==> src/rtl/usr_pkg.sv <==
// Shared definitions for the universal shift register: mode encodings and
// the shift-count width helper.
package usr_pkg;

  localparam logic [1:0] MODE_HOLD = 2'b00;
  localparam logic [1:0] MODE_SHR  = 2'b01;
  localparam logic [1:0] MODE_SHL  = 2'b10;
  localparam logic [1:0] MODE_LOAD = 2'b11;

  // A counter that must reach WIDTH needs enough bits to hold WIDTH itself.
  function automatic int CNT_W(input int width);
    return $clog2(width + 1);
  endfunction

endpackage

==> src/rtl/usr_shift_counter.sv <==
// Saturating shift counter with a single-cycle pulse on reaching WIDTH.
// The pulse does not re-fire until clr or rst brings the count back to zero.
module usr_shift_counter
  import usr_pkg::*;
#(
  parameter int WIDTH = 4
) (
  input  logic                       clk,
  input  logic                       rst,
  input  logic                       clr,
  input  logic                       inc,
  output logic [CNT_W(WIDTH)-1:0]    cnt,
  output logic                       done
);

  localparam int CW = CNT_W(WIDTH);
  localparam logic [CW-1:0] CNT_MAX = CW'(WIDTH);

  logic [CW-1:0] cnt_q, cnt_d;
  logic          done_q, done_d;

  // done_d defaults low so the pulse lasts exactly one cycle.
  always_comb begin
    cnt_d  = cnt_q;
    done_d = 1'b0;
    if (clr) begin
      cnt_d = '0;
    end else if (inc && (cnt_q != CNT_MAX)) begin
      cnt_d  = cnt_q + CW'(1);
      done_d = (cnt_q == CNT_MAX - CW'(1));
    end
  end

  always_ff @(posedge clk) begin
    if (rst) begin
      cnt_q  <= '0;
      done_q <= 1'b0;
    end else begin
      cnt_q  <= cnt_d;
      done_q <= done_d;
    end
  end

  assign cnt  = cnt_q;
  assign done = done_q;

endmodule

==> src/rtl/universal_shift_reg.sv <==
// Universal register: hold, parallel load, shift right/left with serial fill,
// shift counter and done pulse. Define USR_ROTATE_EN to add the rot port.
module universal_shift_reg
  import usr_pkg::*;
#(
  parameter int               WIDTH     = 4,
  parameter logic [WIDTH-1:0] RESET_VAL = {WIDTH{1'b0}}
) (
  input  logic                    clk,
  input  logic                    rst,
  input  logic                    en,
  input  logic [1:0]              mode,
  input  logic [WIDTH-1:0]        D,
  input  logic                    sin_r,
  input  logic                    sin_l,
`ifdef USR_ROTATE_EN
  input  logic                    rot,
`endif
  output logic [WIDTH-1:0]        Q,
  output logic                    sout_r,
  output logic                    sout_l,
  output logic [CNT_W(WIDTH)-1:0] cnt,
  output logic                    done
);

  logic [WIDTH-1:0] q_q, q_d;
  logic             fill_r, fill_l;
  logic             shift_en, load_en;

  // While rotating, the bit leaving one end re-enters at the other.
`ifdef USR_ROTATE_EN
  assign fill_r = rot ? q_q[0]       : sin_r;
  assign fill_l = rot ? q_q[WIDTH-1] : sin_l;
`else
  assign fill_r = sin_r;
  assign fill_l = sin_l;
`endif

  always_comb begin
    q_d      = q_q;
    shift_en = 1'b0;
    load_en  = 1'b0;
    if (en) begin
      case (mode)
        MODE_SHR: begin
          q_d      = {fill_r, q_q[WIDTH-1:1]};
          shift_en = 1'b1;
        end
        MODE_SHL: begin
          q_d      = {q_q[WIDTH-2:0], fill_l};
          shift_en = 1'b1;
        end
        MODE_LOAD: begin
          q_d     = D;
          load_en = 1'b1;
        end
        default: q_d = q_q;
      endcase
    end
  end

  always_ff @(posedge clk) begin
    if (rst) q_q <= RESET_VAL;
    else     q_q <= q_d;
  end

  usr_shift_counter #(
    .WIDTH (WIDTH)
  ) u_cnt (
    .clk  (clk),
    .rst  (rst),
    .clr  (load_en),
    .inc  (shift_en),
    .cnt  (cnt),
    .done (done)
  );

  assign Q      = q_q;
  assign sout_r = q_q[0];
  assign sout_l = q_q[WIDTH-1];

endmodule

==> config.mk <==
export PLATFORM = sky130hd
export DESIGN_NAME = universal_shift_reg
export DESIGN_NICKNAME = d
export VERILOG_FILES = /design/src/rtl/usr_pkg.sv /design/src/rtl/usr_shift_counter.sv /design/src/rtl/universal_shift_reg.sv
export SDC_FILE = /design/constraint.sdc
export NUM_CORES = 1
export LEC_CHECK = 0
export ABC_CLOCK_PERIOD_IN_PS = 3000
export CAP_MARGIN = 10
export CORE_AREA = 4 4 41 43
export DETAILED_ROUTE_END_ITERATION = 10
export DIE_AREA = 0 0 45 47
export PLACE_DENSITY = 0.7
export SLEW_MARGIN = 20
export SYNTH_ARGS = -nofsm -noshare
export SYNTH_HDL_FRONTEND = slang
export SYNTH_SLANG_ARGS = --single-unit
==> constraint.sdc <==
create_clock -name clk -period 3 [get_ports clk]
set_input_delay 0.6 -clock clk [delete_from_list [all_inputs] [get_ports clk]]
set_output_delay 0.6 -clock clk [all_outputs]
set_load 0.02 [all_outputs]
Word-level counts from Yosys, hierarchy flattened
Cells that the tools add are included.
{"block": "op_classes", "n_addsub": 1, "multipliers": 0, "div": 0, "order_cmp": 0, "eq_ne": 5, "shift": 0, "mux": 5, "bitwise_logic": 1, "reduce_logical": 6}
{"cell": "$pmux W4 S3", "count": 1}
{"cell": "$eq A2 B2 Y1 const B", "count": 2}
{"cell": "$mux W1", "count": 4}
{"cell": "$reduce_or A2 Y1", "count": 2}
{"cell": "$add A3 B1 Y3 const B", "count": 1}
{"cell": "$eq A3 B2 Y1 const B", "count": 1}
{"cell": "$ne A3 B3 Y1 const B", "count": 1}
{"cell": "$reduce_bool A3 Y1", "count": 1}
{"cell": "$reduce_or A3 Y1", "count": 1}
{"cell": "$eq A2 B1 Y1 const B", "count": 1}
{"cell": "$reduce_and A2 Y1", "count": 1}
{"cell": "$logic_and A1 B1 Y1", "count": 1}
{"cell": "$not A1 Y1", "count": 1}
{"block": "word_totals", "ff_bits": 8, "latchBits": 0, "mem_bits_rw": 0, "mem_bits_ro": 0, "memories": 0}

Depth between registers and ports, before layout
Gate-level depths: netlist of the first run.
{"block": "logic_depth", "ltp_word": 7, "depth_mapped": 6, "depth_no_buf": 5}

Cells and area by module
Synthesis of the first run repeated with hierarchy kept, for this count alone.
{"block": "unflattened", "cells_unflattened": 54, "area_unflattened_um2": 495.5}
{"module": "universal_shift_reg", "n_inst": 1, "cells_per_inst": 32, "area_each_um2": 281.5, "seq_area_each_um2": 80.1}
{"module": "usr_shift_counter", "n_inst": 1, "cells_per_inst": 22, "area_each_um2": 214.0, "seq_area_each_um2": 80.1}

Least setup slack after synthesis of the first run
Ideal clock, no wire load.
{"block": "synth_path", "path_kind": "in2reg", "from": "in mode[0]", "to": "reg u_cnt.cnt_q[0] (netlist: u_cnt.cnt[0])", "setup_ns": 0.070, "arrival_ns": 1.433, "setup_slack_ns": 1.497, "cell_stages": 5, "path_buffers": 0, "path_cell_list": "inv_1 ha_1 nand2_2 or3_1 a21oi_1"}
{"block": "synth_between", "elab_chain_len": 5}
{"item": "start: declaration", "line_no": "universal_shift_reg.sv:12", "text": "input logic [1:0] mode,"}
{"item": "$eq A2 B2 Y1 / $eq A2 B1 Y1 (equally long branches)", "line_no": "universal_shift_reg.sv:44", "text": "case (mode)"}
{"item": "$reduce_or A2 Y1 (no source line)"}
{"item": "$mux W1", "line_no": "universal_shift_reg.sv:44"}
{"item": "$mux W1", "line_no": "universal_shift_reg.sv:43", "text": "if (en) begin"}
{"item": "$logic_and A1 B1 Y1", "line_no": "usr_shift_counter.sv:28", "text": "end else if (inc && (cnt_q != CNT_MAX)) begin"}
{"item": "end signal: assignment", "line_no": "usr_shift_counter.sv:39", "text": "cnt_q <= cnt_d;"}
{"item": "end: declaration", "line_no": "usr_shift_counter.sv:19", "text": "logic [CW-1:0] cnt_q, cnt_d;"}
Several ways; a longest one is shown, not always the timed one.
A chain may end at the register's enable or synchronous reset.

Worst setup path in the final report of the first run
{"block": "layout_path", "from": "in mode[1]", "to": "reg q_q[1] (netlist: Q[1])"}
{"block": "layout_between", "elab_chain_len": 3}
{"item": "$eq A2 B2 Y1 / $eq A2 B1 Y1 (equally long branches)", "line_no": "universal_shift_reg.sv:44"}
{"item": "$reduce_bool A3 Y1 (no source line)"}
{"item": "$reduce_and A2 Y1 (no source line)"}
{"item": "end signal: assignment", "line_no": "universal_shift_reg.sv:64", "text": "else q_q <= q_d;"}
{"item": "end: declaration", "line_no": "universal_shift_reg.sv:26", "text": "logic [WIDTH-1:0] q_q, q_d;"}
Several ways; a longest one is shown, not always the timed one.

==> results.cfg, run 1 <==
[cells_and_area]
drive_gt1_share_pct = 8.219
fin_nets = 92
fillers = 136
insertedDiodeCount = 0
fin_util_pct = 52.50
area_delta_synth_final_pct = 47.17

[logic_synthesis]
synth_flop_cell = dfxtp_1
yosys.area.top_type = dfxtp_1
synth_top_area_share_pct = 34.50
synthCells = 53
yosysSeqAreaShare_pct = 34.50
ys_seq_elements = 8
syn_area_per_cell_um2 = 8.758
synthTopCellsByCount = 8 x dfxtp_1, 6 x ha_1, 5 x inv_1, 5 x nor2_1
synthTopCellsByArea = dfxtp_1 35%, ha_1 16%, a311oi_1 7.5%, a22oi_1 6.5%, buf_4 4.9%
synthesis.area_um2 = 464.2
yosysMostFrequentCell = dfxtp_1
synth-async-reset-ratio_pct = 0
syn-num-nets = 70
yosys_warnings = 0
synth_edf_count = 0
yosys.cell_types.count = 18

[sta]
tns_ns = 0
max_freq_mhz = 507.0
tightest_slew_ns = 0.4778
hold_viol_final = 0
clock-skew-final_ns = 0.002540
setup_ws_ns = 1.027
finalMaxSlewViolations = 0
slew_headroom_pct = 68.08
rsz0062_at_grt = no
period_minus_slack_ns = 1.973
finalSetupViolations = 0
finalCritPeriodShare_pct = 65.75

[setup_path]
ff2ff_setup_slack_ns = 1.63
crit_path_start = mode[1]
reg2reg_to = u_cnt.cnt[1]$_SDFFE_PP0P_
cpLargestDelayFamily = buffers and inverters
crit_path_end_kind = register
endpoint = Q[1]$_SDFFE_PP0P_
cp_cell_sequence = clkdlybuf4s50_1, inv_1, ha_1, nor2b_1, nor2_1, a311oi_1
cp.depth = 6
crit_arrival_ns = 2.12
r2r-start = u_cnt.cnt[0]$_SDFFE_PP0P_
reg2reg_depth = 5
crit_fanout = 8
cp_slowest_stage_delay_ns = 0.51
critPathSlowestCell = clkdlybuf4s50_1
path_buf_inv = 2
worstPathRequired_ns = 3.15
critPathKind = input port to register
critPathLaunchType = input port

[worst_hold_path]
worstHoldPathType = register to register

[power_and_ir_drop]
swShare_pct = 27.43
switchingPower_w = 0.00007293
seqPwrFrac_pct = 44.3
finalPower_w = 0.0002659
power_frac_comb_pct = 25.0
p_per_area_nw_per_um2 = 389.2
leakage_nw = 0.2629
vdd.ir_drop.worst_mv = 0.2154
intPower_w = 0.0001930
clockPowerShare_pct = 30.7

[grt]
grt_overflow = 0
antenna_found_initial = 0
grt_pass1_wl_um = 1800
grt_pass1_vias = 455
grt_max_degree = 9
track_usage_pct = 11.90

[run_status]
outcome = finished clean

[die]
die_y_um = 47
die_w_um = 45
rows = 13
core_area_um2 = 1301
ioPinCount = 21
start_util_pct = 35.67
die-area_um2 = 2115

[clock_tree]
post_cts_resized = 0
clkTransAtPathRegs_ns = 0.06
htreeDepth = 1
cts_hold_repair.buffers = 0
clock-root-buffer = clkbuf_4
ctsLongestPathBuffers = 2
cts_sinks = 8
insertion_delay_ns = 0.25
cts_buffers = 3
cts_setup_buffers = 0
cts_tree = done

[route]
vias = 434
vias_per_cell = 4.932
finalWirelength_um = 1065
initialDrtViolationCount = 3
avgRoutedWirePerCell_um = 12.10
drc_errors = 0
final_antenna_net_count = 0
dr.pass1.iters = 4

[placed_design]
place.gp.congestion = 0.7700
port_buffers = 20
dp_hpwl_um = 851.5
pre_cts_ws_ns = 0.7679

[job]
cap_viol_max_count = 0
## logic make-up after synthesis
| kind of cell | synth area share, % |
|---|---|
| fa+ha+maj | 16.17 |
| buf+inv | 8.895 |
| simple gates | 18.33 |
| compound gates | 22.10 |
| flops | 34.50 |
## cell type report
cell class	count	area (µm²)	area share [%]
Sequential cell	8	160.2	23.44
Tap cell	15	18.77	2.747
Inverter	5	18.77	2.747
Timing Repair Buffer	20	200.2	29.30
Multi-Input combinational cell	37	262.8	38.46
Clock buffer	3	22.52	3.297
## layout by cell type, fill, tap and decap left out, drive strengths merged
cell type	Yosys	layout
or3	1	1
clkbuf	0	3
nand2	5	5
dfxtp	8	8
nor2	5	5
ha	6	6
nor4b	1	1
inv	5	5
or3b	1	1
clkdlybuf4s50	0	20
nor2b	1	1
a311oi	4	4
and2	1	1
or2	1	1
a21o	1	1
a22oi	4	4
o21ai	3	3
a21oi	3	3
## state kept, by name, indices dropped and copies added, names as in the netlist
register    flops
u_cnt.done      1
u_cnt.cnt       3
Q               4
## power by group through the flow
| stage | Combinational (W) | Sequential, W | Clock, W |
|---|---|---|---|
| 5_1_grt | 0.0000730 | 0.000119 | 0.0000925 |
| 6_report | 0.0000666 | 0.000118 | 0.0000815 |
| 3_3_place_gp | 0.0000655 | 0.000120 | 0 |
| 4_1_cts | 0.0000677 | 0.000118 | 0.0000866 |
| 3_5_place_dp | 0.0000670 | 0.000120 | 0 |
| 2_1_floorplan | 0.0000290 | 0.000126 | 0 |
## metal layers
layer | vias to the layer above | global-route usage (%) | wire length (µm)
met5 | - | 0 | 0
met4 | 0 | 7.018 | 0
met3 | 0 | 3.448 | 104
met2 | 17 | 20.06 | 483
met1 | 189 | 13.33 | 477
li1 | 228 | - | -
## how the worst min path moves through the flow
stage / from / to / slack [ns] / depth (start not counted)
floorplan: Q[1]$_SDFFE_PP0P_ / Q[0]$_SDFFE_PP0P_ / 0.57 / 2
global placement: u_cnt.cnt[2]$_SDFFE_PP0P_ / u_cnt.cnt[2]$_SDFFE_PP0P_ / 0.50 / 2
detailed placement: u_cnt.cnt[2]$_SDFFE_PP0P_ / u_cnt.cnt[2]$_SDFFE_PP0P_ / 0.50 / 2
CTS: u_cnt.cnt[2]$_SDFFE_PP0P_ / u_cnt.cnt[2]$_SDFFE_PP0P_ / 0.51 / 2
global route: u_cnt.cnt[2]$_SDFFE_PP0P_ / u_cnt.cnt[2]$_SDFFE_PP0P_ / 0.53 / 2
finish: u_cnt.cnt[2]$_SDFFE_PP0P_ / u_cnt.cnt[2]$_SDFFE_PP0P_ / 0.51 / 2
## worst reg2reg max path, stage by stage, from the launching register on
cell and delay [ns]:
dfxtp_1 0.39, inv_1 0.06, ha_1 0.21, and2_4 0.17
or3b_1 0.36, a21oi_1 0.12
## per-stage QoR
step,std cells,hold WS (ns),area (µm²)
6_report,88,0.5112,683.2
5_1_grt,88,0.5297,683.2
4_1_cts,88,0.5075,683.2
3_5_place_dp,85,0.4962,660.6
3_3_place_gp,85,0.5007,660.6
2_1_floorplan,53,0.5719,464.2
No activity file was read; power rests on OpenSTA's default activity.
==> inputs of run 2 (changes only) <==
ABC_CLOCK_PERIOD_IN_PS = 2000   (was 3000)
clock period = 2 ns   (was 3 ns; I/O delays follow)
==> run 2 against run 1 <==
  * Worst hold slack better by 0.00089 ns
  * Global-route usage down 0.33 points
  * Non-clock buffer count up 2
  * Clock-buffer cell count unchanged
  * Clock skew up 0.0015 ns
  * Worst setup slack worse by 0.69 ns
  * Sequential share of layout area down 0.50 points
  * Critical path depth down 5
  * Die area unchanged
  * Wire length about the same
  * First-iteration DRC count rose to 4.3 times the previous value
  * Sequential power up 49%
  * Largest power group unchanged
==> results.cfg, run 2 (synthesis gave the netlist of run 1 again) <==
[route]
initialDrtViolationCount = 13
final_antenna_net_count = 0
finalWirelength_um = 1066
dr.pass1.iters = 3
avgRoutedWirePerCell_um = 11.84
vias_per_cell = 5.144
drc_errors = 0
vias = 463

[power_and_ir_drop]
clockPowerShare_pct = 29.9
seqPwrFrac_pct = 44.4
power_frac_comb_pct = 25.8
intPower_w = 0.0002920
swShare_pct = 26.60
switchingPower_w = 0.0001058
leakage_nw = 0.2730
p_per_area_nw_per_um2 = 569.7
vdd.ir_drop.worst_mv = 0.2712

[clock_tree]
htreeDepth = 1
cts_tree = done
cts_sinks = 8
cts_setup_buffers = 0
clock-root-buffer = clkbuf_4
clkTransAtPathRegs_ns = 0.05
ctsLongestPathBuffers = 2
cts_hold_repair.buffers = 0
post_cts_resized = 0
insertion_delay_ns = 0.25
cts_buffers = 3

[cells_and_area]
fin_area_um2 = 698.2
fillers = 134
area_delta_synth_final_pct = 50.40
insertedDiodeCount = 0
most-common-layout-cells = 20 x clkdlybuf4s50_1, 8 x dfxtp_1, 6 x ha_1
regArea_um2 = 160.2
multi_input_area_um2 = 262.8
largest_reg_flops = 4
layout_commonest_cell = clkdlybuf4s50_1
fin_nets = 94
drive_gt1_share_pct = 10.67

[sta]
tightest_slew_ns = 0.2681
finalMaxSlewViolations = 0
max_freq_mhz = 600.5
setup_ws_ns = 0.3348
finalCritPeriodShare_pct = 83.26
hold_viol_final = 0
tns_ns = 0
finalSetupViolations = 0
rsz0062_at_grt = no
clock-skew-final_ns = 0.004017
slew_headroom_pct = 81.87
period_minus_slack_ns = 1.665
fin_hold_ws_ns = 0.5121

[die]
ioPinCount = 21
die_w_um = 45
die_y_um = 47
start_util_pct = 35.67
core_area_um2 = 1301
rows = 13
die-area_um2 = 2115

[setup_path]
critPathSlowestCell = clkdlybuf4s50_1
ff2ff_setup_slack_ns = 0.62
crit_fanout = 5
reg2reg_to = u_cnt.cnt[1]$_SDFFE_PP0P_
cp_slowest_stage_delay_ns = 0.63
crit_arrival_ns = 1.27
cp_cell_sequence = clkdlybuf4s50_1
critPathKind = register to output pin
r2r-start = u_cnt.cnt[0]$_SDFFE_PP0P_
path_buf_inv = 1
reg2reg_depth = 5
critPathLaunchType = register
cpLargestDelayFamily = buffers and inverters
crit_path_end_kind = output pin
worstPathRequired_ns = 1.60

[worst_hold_path]
min_from = Q[2]$_SDFFE_PP0P_
worstHoldPathType = register to register
hold_depth = 2
hold_end = Q[1]$_SDFFE_PP0P_

[placed_design]
place.gp.congestion = 0.7854
port_buffers = 20
place_area_um2 = 675.6
pre_cts_ws_ns = 0.1211
dp_hpwl_um = 855.3

[grt]
grt_max_degree = 9
track_usage_pct = 11.57
grt_pass1_wl_um = 1780
grt_overflow = 0
antenna_found_initial = 0
grt_pass1_vias = 447

[job]
cap_viol_max_count = 0

[run_status]
outcome = finished clean
[run 2: area by class of cell]
class | instances | area share [%]
well taps | 15 | 2.688
multi-input cells | 37 | 37.63
clock buffers | 3 | 3.226
flip-flops and latches | 8 | 22.94
inverters | 5 | 2.688
repair buffers | 22 | 30.82
[run 2: worst max-delay path by stage]
stage | from | endpoint | slack [ns] | cells after the start
2_1_floorplan | u_cnt.cnt[0]$_SDFFE_PP0P_ | u_cnt.cnt[1]$_SDFFE_PP0P_ | 0.58 | 5
3_3_place_gp | mode[1] | u_cnt.cnt[0]$_SDFFE_PP0P_ | 0.14 | 6
3_5_place_dp | mode[1] | u_cnt.cnt[0]$_SDFFE_PP0P_ | 0.12 | 6
4_1_cts | u_cnt.cnt[0]$_SDFFE_PP0P_ | cnt[0] | 0.32 | 1
5_1_grt | u_cnt.cnt[0]$_SDFFE_PP0P_ | cnt[0] | 0.25 | 1
6_report | u_cnt.cnt[0]$_SDFFE_PP0P_ | cnt[0] | 0.33 | 1
[run 2: metrics by stage]
step / utilization, % / std cells / total power (W)
floorplan: - / 53 / 0.0002329
global placement: 51.92 / 87 / 0.0002816
detailed placement: 51.92 / 87 / 0.0002828
CTS: 53.65 / 90 / 0.0004068
global route: 53.65 / 90 / 0.0004277
finish: 53.65 / 90 / 0.0003977
[run 2: metal layers]
metal  GRT usage (%)  part of all wire, %  vias up
met1           12.84                   42      213
li1                -                    -      231
met2           19.77                   46       17
met4           7.018                 0.56        0
met3           3.065                   11        2
met5               0                    0        -
[run 2: power by group through the flow]
stage | registers [W] | clock network (W) | logic (W)
finish | 0.000176 | 0.000119 | 0.000102
global route | 0.000179 | 0.000138 | 0.000111
CTS | 0.000177 | 0.000127 | 0.000104
detailed placement | 0.000180 | 0 | 0.000103
global placement | 0.000180 | 0 | 0.000101
floorplan | 0.000189 | 0 | 0.0000435
